$ cat src/rtl/led_scan_driver.sv
// led_scan_driver: HUB75 binary-coded-modulation scan driver fed from a 24-bit frame RAM (read-only client).
// Latency: a column's rgb appears 3 clks after its top-pixel address; one plane shifts in COLS*4 clks.
// Backpressure: none; RAM data must arrive 1 clk after the address. Optional gray-ramp test pattern: TEST_PATTERN_EN.
module led_scan_driver #(
  parameter int COLS       = 64,
  parameter int ROWS       = 32,
  parameter int BITS       = 8,
  parameter int BASE_TICKS = 4,
  localparam int ADDR_W    = $clog2(ROWS/2)
) (
  input  logic              clk_in,
  input  logic              n_reset_in,
`ifdef TEST_PATTERN_EN
  input  logic              pattern_sel_in,
`endif
  output logic              ram_en_out,
  output logic              ram_we_out,
  output logic [15:0]       ram_addr_out,
  input  logic [23:0]       ram_data_in,
  output logic [2:0]        rgb_top_out,
  output logic [2:0]        rgb_bot_out,
  output logic              bclk_out,
  output logic              lat_out,
  output logic              oe_n_out,
  output logic [ADDR_W-1:0] row_addr_out,
  output logic              frame_start_out
);

  localparam int HALF  = ROWS / 2;
  localparam int COL_W = (COLS > 1) ? $clog2(COLS) : 1;
  localparam int PL_W  = (BITS > 1) ? $clog2(BITS) : 1;
  localparam int TMR_W = $clog2((BASE_TICKS << (BITS - 1)) + 1);

  typedef enum logic [1:0] {ST_SHIFT, ST_WAIT, ST_BLANK, ST_LATCH} state_t;

  state_t             state;
  state_t             next_state;
  logic               run;        // low for the cycle after reset so outputs show reset values
  logic [1:0]         phase;      // C0..C3 within a column slot
  logic [COL_W-1:0]   col;
  logic [ADDR_W-1:0]  row;
  logic [PL_W-1:0]    plane;
  logic [TMR_W-1:0]   timer;
  logic [2:0]         top_bits;
  logic [23:0]        pixel;
  logic               last_col;
  logic [15:0]        top_addr;
  logic [15:0]        bot_addr;

  // Select bits R[16+b], G[8+b], B[b] of a pixel for plane b.
  function automatic logic [2:0] plane_rgb(input logic [23:0] p, input logic [PL_W-1:0] b);
    logic [23:0] s;
    s = p >> b;
    return {s[16], s[8], s[0]};
  endfunction

  assign last_col = (col == COL_W'(COLS - 1));
  assign top_addr = 16'(row) * 16'(COLS) + 16'(col);
  assign bot_addr = (16'(row) + 16'(HALF)) * 16'(COLS) + 16'(col);

`ifdef TEST_PATTERN_EN
  logic       pat_sel;
  logic [7:0] gray;

  // Latch the pattern select once per column slot so a slot never mixes sources.
  always_ff @(posedge clk_in) begin
    if (!n_reset_in)
      pat_sel <= 1'b0;
    else if (run && state == ST_SHIFT && phase == 2'd0)
      pat_sel <= pattern_sel_in;
  end

  // Gray ramp by column, or the RAM word; RAM reads are issued either way.
  always_comb begin
    gray  = 8'({col, 2'b00});
    pixel = pat_sel ? {gray, gray, gray} : ram_data_in;
  end
`else
  // Pixels always come straight from the RAM read port.
  always_comb begin
    pixel = ram_data_in;
  end
`endif

  // State register.
  always_ff @(posedge clk_in) begin
    if (!n_reset_in)
      state <= ST_SHIFT;
    else
      state <= next_state;
  end

  // Next state: shift a full plane, wait out the previous plane's display, blank, latch.
  always_comb begin
    next_state = state;
    case (state)
      ST_SHIFT: if (run && phase == 2'd3 && last_col) next_state = ST_WAIT;
      ST_WAIT:  if (timer == '0) next_state = ST_BLANK;
      ST_BLANK: next_state = ST_LATCH;
      ST_LATCH: next_state = ST_SHIFT;
      default:  next_state = ST_SHIFT;
    endcase
  end

  // Outputs decoded from state and slot phase; RAM address only driven in C0/C1.
  always_comb begin
    ram_en_out      = 1'b0;
    ram_addr_out    = '0;
    bclk_out        = 1'b0;
    lat_out         = (state == ST_LATCH);
    frame_start_out = (state == ST_LATCH) && (row == '0) && (plane == '0);
    if (run && state == ST_SHIFT) begin
      ram_en_out = (phase == 2'd0) || (phase == 2'd1);
      bclk_out   = (phase == 2'd3);
      if (phase == 2'd0)
        ram_addr_out = top_addr;
      else if (phase == 2'd1)
        ram_addr_out = bot_addr;
    end
  end

  assign ram_we_out = 1'b0;
  // The panel is lit exactly while the display timer counts down.
  assign oe_n_out   = (timer == '0);

  // Column slot sequencing; counters sit at C0/col 0 whenever not shifting.
  always_ff @(posedge clk_in) begin
    if (!n_reset_in) begin
      run   <= 1'b0;
      phase <= 2'd0;
      col   <= '0;
    end else begin
      run <= 1'b1;
      if (run && state == ST_SHIFT) begin
        phase <= phase + 2'd1;
        if (phase == 2'd3)
          col <= last_col ? '0 : col + COL_W'(1);
      end
    end
  end

  // Advance plane, then row, after each latch; wrap to row 0 plane 0 at frame end.
  always_ff @(posedge clk_in) begin
    if (!n_reset_in) begin
      row   <= '0;
      plane <= '0;
    end else if (state == ST_LATCH) begin
      if (plane == PL_W'(BITS - 1)) begin
        plane <= '0;
        row   <= (row == ADDR_W'(HALF - 1)) ? '0 : row + ADDR_W'(1);
      end else begin
        plane <= plane + PL_W'(1);
      end
    end
  end

  // Display timer: loaded with the latched plane's weight, counts down to 0.
  always_ff @(posedge clk_in) begin
    if (!n_reset_in)
      timer <= '0;
    else if (state == ST_LATCH)
      timer <= TMR_W'(BASE_TICKS) << plane;
    else if (timer != '0)
      timer <= timer - TMR_W'(1);
  end

  // Row address follows the row being latched, changing as LATCH begins.
  always_ff @(posedge clk_in) begin
    if (!n_reset_in)
      row_addr_out <= '0;
    else if (state == ST_BLANK)
      row_addr_out <= row;
  end

  // Capture top data at end of C1, present both halves at end of C2.
  always_ff @(posedge clk_in) begin
    if (!n_reset_in) begin
      top_bits    <= 3'b000;
      rgb_top_out <= 3'b000;
      rgb_bot_out <= 3'b000;
    end else if (run && state == ST_SHIFT) begin
      if (phase == 2'd1)
        top_bits <= plane_rgb(pixel, plane);
      if (phase == 2'd2) begin
        rgb_top_out <= top_bits;
        rgb_bot_out <= plane_rgb(pixel, plane);
      end
    end
  end

endmodule

$ cat config.mk
export PLATFORM = sky130hd
export DESIGN_NAME = led_scan_driver
export DESIGN_NICKNAME = d
export VERILOG_FILES = /design/src/rtl/led_scan_driver.sv
export SDC_FILE = /design/constraint.sdc
export NUM_CORES = 1
export LEC_CHECK = 0
export ABC_CLOCK_PERIOD_IN_PS = 4100
export CAP_MARGIN = 5
export CORE_MARGIN = 5
export CORE_UTILIZATION = 53
export DETAILED_ROUTE_END_ITERATION = 10
export PLACE_DENSITY = 0.88
export SYNTH_ARGS = -nofsm -noshare
export SYNTH_HDL_FRONTEND = slang
export SYNTH_SLANG_ARGS = --single-unit
$ cat constraint.sdc
create_clock -name clk_in -period 4.1 [get_ports clk_in]
set_input_delay 0.615 -clock clk_in [delete_from_list [all_inputs] [get_ports clk_in]]
set_output_delay 0.615 -clock clk_in [all_outputs]
set_load 0.01 [all_outputs]
==> results.md <==
* Status: complete, no violations
* Layout area overhead at 26.5%
* Core area at 4090 um^2
* CP Data Arrival Time at 2.33 ns
* Internal at 715 uW
* Hold_buf cts at 0
* Clk sinks at 41
* # rows at 23
* Place WS at 1.48 ns
* Distinct cells, synth at 43
* Post-synthesis mux area share at 0.112
* Sequential area share after synthesis at 0.359
* Period minus WS final at 2.94 ns
* Synth Warn # at 0
* Crit path cell chain: inv_1 > ha_1 > nand2_1 > nor2_1 > and2_1 > clkdlybuf4s50_1
* Yosys reg bits at 41
* Post-CTS setup buffers at 0
* Final Hold Viols at 0
* Initial DRC Count at 98
* Post-Syn Area per Cell at 8.87 um^2
* Leak Pwr at 0.00115 uW
* Fmax at 340 MHz
* Die area at 5730 um^2
* Post-synth EDFFs at 0
* HP Start: rgb_top_out[1]
* Met1 usage at 0.239
* First-pass GRT wire length at 8770 um
* Placed cell count at 350
* Yosys top cell by area: dfxtp_1
* R2r startpoint: timer[0]
* Overall global routing resource usage at 0.201
* Max-slew violation count at 0
* Worst path slowest cell: clkdlybuf4s50_1
* Initial Utilization at 0.560
* Post-Synth XOR/XNOR Area at 0.0268
* GRT overflow at 0
* WP depth at 6
* Worst-Skew Late Latency at 0.29 ns
* Synth Area in Compound Gates at 0.142
* IO Port Bufs at 51
* Commonest register cell after synthesis: dfxtp_1
* VDD IR max at 294 uV
* Die Height at 75.7 um
* Core Util, Final at 0.708
* Share of the synthesized area in the top cell type at 0.359
* Post-cts resize count at 0
* Netlist Area Pre-Place at 2290 um^2
* Layout Nets at 353
* Global routing usage on met3 at 0.0594
* Final setup viols at 0
* Maximum root-to-sink buffer count at 2
* Hold Crit Depth at 2
* Ant. Diodes at 0
* Via Count at 1976
* Worst Max-Slew Pin Slew at 0.775 ns
* H-tree depth at 2
* Final wirelength at 5070 um
* R2R cell count at 6
* PD cells at 365 nW/um^2
* Antenna violations before repair at 0
* Final worst slack at 1.16 ns
* Req. time, crit path at 3.48 ns
* R2R Path End: timer[6]
* Non-Filler Instances at 358
* I/O Pins at 58
* Critical Path End Type: primary output
* # Max-Cap Violations at 0
* Mapped Cells at 258
* Crit Path Max Fanout at 8
* DRC viols at 0
* Psw at 341 uW
* Post-route ant nets at 0
* Share of cells above drive strength 1 at 0.0584
* Clock power frac at 0.242
* Clock transition at path regs at 0.08 ns
* Worst path max stage delay at 0.53 ns
* CP top delay family: simple AND/OR/NAND/NOR gates
* Root buffer cell: clkbuf_8
* GR peak layer: met2
* CTS buffer count at 5
* Vias in the first global route at 1955
* Top cells by area, synth: dfxtp_1 36%, ha_1 11%, mux4_2 5.9%
* Sw Share at 0.323
* Final Power at 1060 uW
* Combinational share of power at 0.308
* Die span in x at 75.7 um
* Grt met2 use at 0.342
* Post-synthesis adder-cell area fraction at 0.109
* Final worst path period share at 0.718
* RSZ-0062 raised after global routing: no
* Worst rel slew slack at 0.483
* Routability Congestion at 0.904
* Kind of critical path: reg2out
* Sequential share of power at 0.450
* CP startpoint kind: register
* CTS tree: built
* Post-synth ARST share at 0
* Wirelength per Cell at 14.2 um
* Main combinational cell family by area after synthesis: simple AND/OR/NAND/NOR gates
* Setup TNS at 0 ns
* Synth Area in Simple Gates at 0.189
* WP buf/inv at 2
* Reg2reg setup slack at 2.19 ns
* Routed vias/inst at 5.52
* DP HPWL at 3920 um
* Worst hold endpoint: rgb_top_out[1]
* Largest net degree at the start of global routing at 25
* Max Clock Skew at 0.00437 ns
* TritonRoute pass-1 iters at 4
* HP Class: reg2reg
[cells in the mapped netlist (4+ instances only)]
library cell	instances
or3_1	5
and2_1	10
mux2i_1	12
inv_1	15
dfxtp_1	41
a21oi_1	20
ha_1	20
a211oi_1	5
clkbuf_1	7
nand3_1	9
xnor2_1	4
nor2_1	23
o21ai_0	12
mux4_2	6
buf_4	6
nand2_1	20
nor3_1	8
[sequential cells by signal (all words and copies together) (netlist names)]
| signal | cells |
|---|---|
| row | 4 |
| top_bits | 3 |
| state | 2 |
| phase | 2 |
| rgb_bot_out | 3 |
| run | 1 |
| timer | 10 |
| rgb_top_out | 3 |
| row_addr_out | 4 |
| plane | 3 |
| col | 6 |
[cells by family after synthesis]
group | Yosys count
flip-flops | 41
AND/OR/NAND/NOR | 88
AO/OA/AOI/OAI | 52
XOR/XNOR | 7
adder cells (fa/ha/maj) | 20
buffers and inverters | 31
multiplexers | 18
other | 1
[per-layer routing]
metal	part of all wire	vias up
met4	0.018	0
li1	-	992
met1	0.43	900
met5	0	-
met2	0.47	75
met3	0.085	9
[final cells by class]
type | instances | area (um^2)
tap | 50 | 62.6
clock buffer | 5 | 68.8
inverter | 16 | 60.1
fill | 313 | 1190
clock inverter | 3 | 17.5
timing repair buffer | 52 | 518
sequential | 41 | 821
multi-input combinational | 191 | 1350
[through the flow]
| stage | area [um^2] | hold slack [ns] |
|---|---|---|
| after floorplan | 2310 | 0.458 |
| after detailed placement | 2810 | 0.486 |
| after global routing | 2890 | 0.548 |
| final | 2890 | 0.504 |
| after global placement | 2810 | 0.479 |
| after CTS | 2890 | 0.510 |
[worst min-delay path, stage by stage (launching register included)]
cell and delay [ns]:
dfxtp_1 0.33, mux2i_1 0.06, nor2_1 0.08
[power groups by stage]
stage | registers (uW) | clock network [uW] | logic [uW]
3_5_place_dp | 483 | 0 | 321
5_1_grt | 481 | 283 | 365
3_3_place_gp | 480 | 0 | 313
2_1_floorplan | 475 | 0 | 235
6_report | 475 | 255 | 325
4_1_cts | 474 | 261 | 322
[cells in the final DEF (no fill, tap or decap), types with 6 or more instances in the layout]
master,n
a21oi_1,20
dfxtp_1,41
nor3_1,8
nand3_1,9
inv_1,15
nand2_1,20
clkdlybuf4s50_1,51
mux4_2,6
ha_1,20
and2_1,10
mux2i_1,12
nor2_1,23
conb_1,6
o21ai_0,12
[worst max path at each step]
stage / to / slack (ns) / startpoint
2_1_floorplan: frame_start_out / 1.83 / state[0]
3_3_place_gp: ram_addr_out[9] / 1.56 / state[0]
3_5_place_dp: ram_addr_out[8] / 1.48 / state[0]
4_1_cts: ram_addr_out[8] / 1.15 / state[0]
5_1_grt: ram_addr_out[3] / 0.97 / state[1]
6_report: ram_addr_out[8] / 1.16 / state[0]
Note: power is estimated with default switching activity, not from simulation.
==> patch: new RTL, config.mk and constraints unchanged <==
`BASE_TICKS`: 4 -> 2.
--- a/src/rtl/led_scan_driver.sv
+++ b/src/rtl/led_scan_driver.sv
@@ -5,7 +5,7 @@
   parameter int COLS       = 64,
   parameter int ROWS       = 32,
   parameter int BITS       = 8,
-  parameter int BASE_TICKS = 4,
+  parameter int BASE_TICKS = 2,
   localparam int ADDR_W    = $clog2(ROWS/2)
 ) (
   input  logic              clk_in,
Formal check against the unedited RTL: same outputs for any inputs over 10 cycles, from zero or initial values and one cycle with n_reset_in low; that may be too few to reach the edited logic, so the function may still have changed.
==> patch against the original RTL <==
  * Register-to-register slack worse by 0.26 ns
  * Worst hold slack worse by 0.0038 ns
  * Synthesized area shrank 1.3%
  * Combinational power fell by 14%
  * Critical path depth unchanged
  * Sequential share of layout area fell by 0.40 points
  * Setup slack lost 0.18 ns
  * Synthesized cell count unchanged
  * Cell area shrank 1.0%
  * Sequential cell count is 1 lower
  * Clock power up 25%
  * Global-route usage is 0.27 points higher
  * Routed wire length grew 8.9%
  * Total power rose by 0.33%
  * Critical endpoint is now oe_n_out
  * Largest cell class unchanged
  * Highest routed layer unchanged
==> patch: results <==
outcome:
  status: "finished, final reports clean"
worst_setup_path:
  crit_path_end: "oe_n_out"
  crit_family: "buffers and inverters"
  r2r_slack_ns: 1.93
  max_stage_delay_ns: 0.56
  cp_data_arrival_time_ns: 2.51
  cp_max_fo: 5
  cpMaxStageDelayCell: "nor4b_1"
route:
  avgRoutedWirePerCell_um: 15.7
  drt-met1-wl_um: 2350
  dr.pass1.iters: 5
  wl_met3_um: 268
  vias_per_cell: 5.54
  drt-initial-drc-count: 88
place:
  place_congestion: 0.823
  place.detailed.hpwl_um: 4220
sta:
  whs_ns: 0.500
  fmax_mhz: 320
layout:
  multi_input_area_share_pct: 46.0
  final_layout_size_suffix_gt1_share_pct: 5.61
  fill_cells: 303
  inv_count: 17
  nonClkBufAreaFrac_pct: 17.8
  clk_share_pct: 3.76
  layout.nets: 348
  seq_share_pct: 28.0
  reg_top3: "timer: 9 flops, col: 6 flops"
global_route:
  grt_util_all_layers_pct: 20.4
  grt_max_degree: 26
  grt_use_met1_pct: 26.1
  grt_pass1_vias: 1931
  grt.met3_usage_pct: 4.94
  grt_first_pass_wirelength_um: 8860
synthesis:
  ys_seq_area_share_pct: 35.5
  synth_compound_area_share_pct: 11.6
  synth.area.mux_share_pct: 12.2
  synth_area_leaders: "dfxtp_1 (35%), ha_1 (11%), mux2i_1 (6.2%)"
  synth_commonest_cells: "dfxtp_1 (40), nor2_1 (24), a21oi_1 (21), ha_1 (20), nand2_1 (18)"
  ys_types: 40
hold_path:
  holdCritStartpoint: "row_addr_out[3]"
  hold_end: "row_addr_out[3]"
clock_tree:
  cts.sinks: 40
pwr:
  seq_power_w: 0.000461
  switching_share_pct: 29.7
  p_leak_nw: 1.13
  worst_ir_drop_vdd_mv: 0.274
floorplanning:
  die_width_um: 75.3
==> patch: cell count changes after synthesis, sizes merged, moves of 2 or more <==
cell    change
and3        +8
and2        -8
xor2        +2
nand4       +2
nand2       -2
a211oi      -4
nor3        -2
inv         +2
o41ai       -2
mux2i       +2
clkbuf      +5
or3         -2
nor4b       +2
==> patch: per-stage QoR <==
stage	total power [W]	cells	util [%]
6_report	0.00106	353	70.6
5_1_grt	0.00112	353	70.6
4_1_cts	0.00106	353	70.6
3_5_place_dp	0.000742	345	67.9
3_3_place_gp	0.000732	345	67.9
2_1_floorplan	0.000657	263	-
==> patch: worst register-to-register path, stage by stage, from the launching register on <==
cell and delay [ns]:
dfxtp_1 0.33, inv_1 0.09, ha_1 0.23, nor4b_1 0.56
nand2_1 0.23, a22oi_1 0.38, mux2i_1 0.26
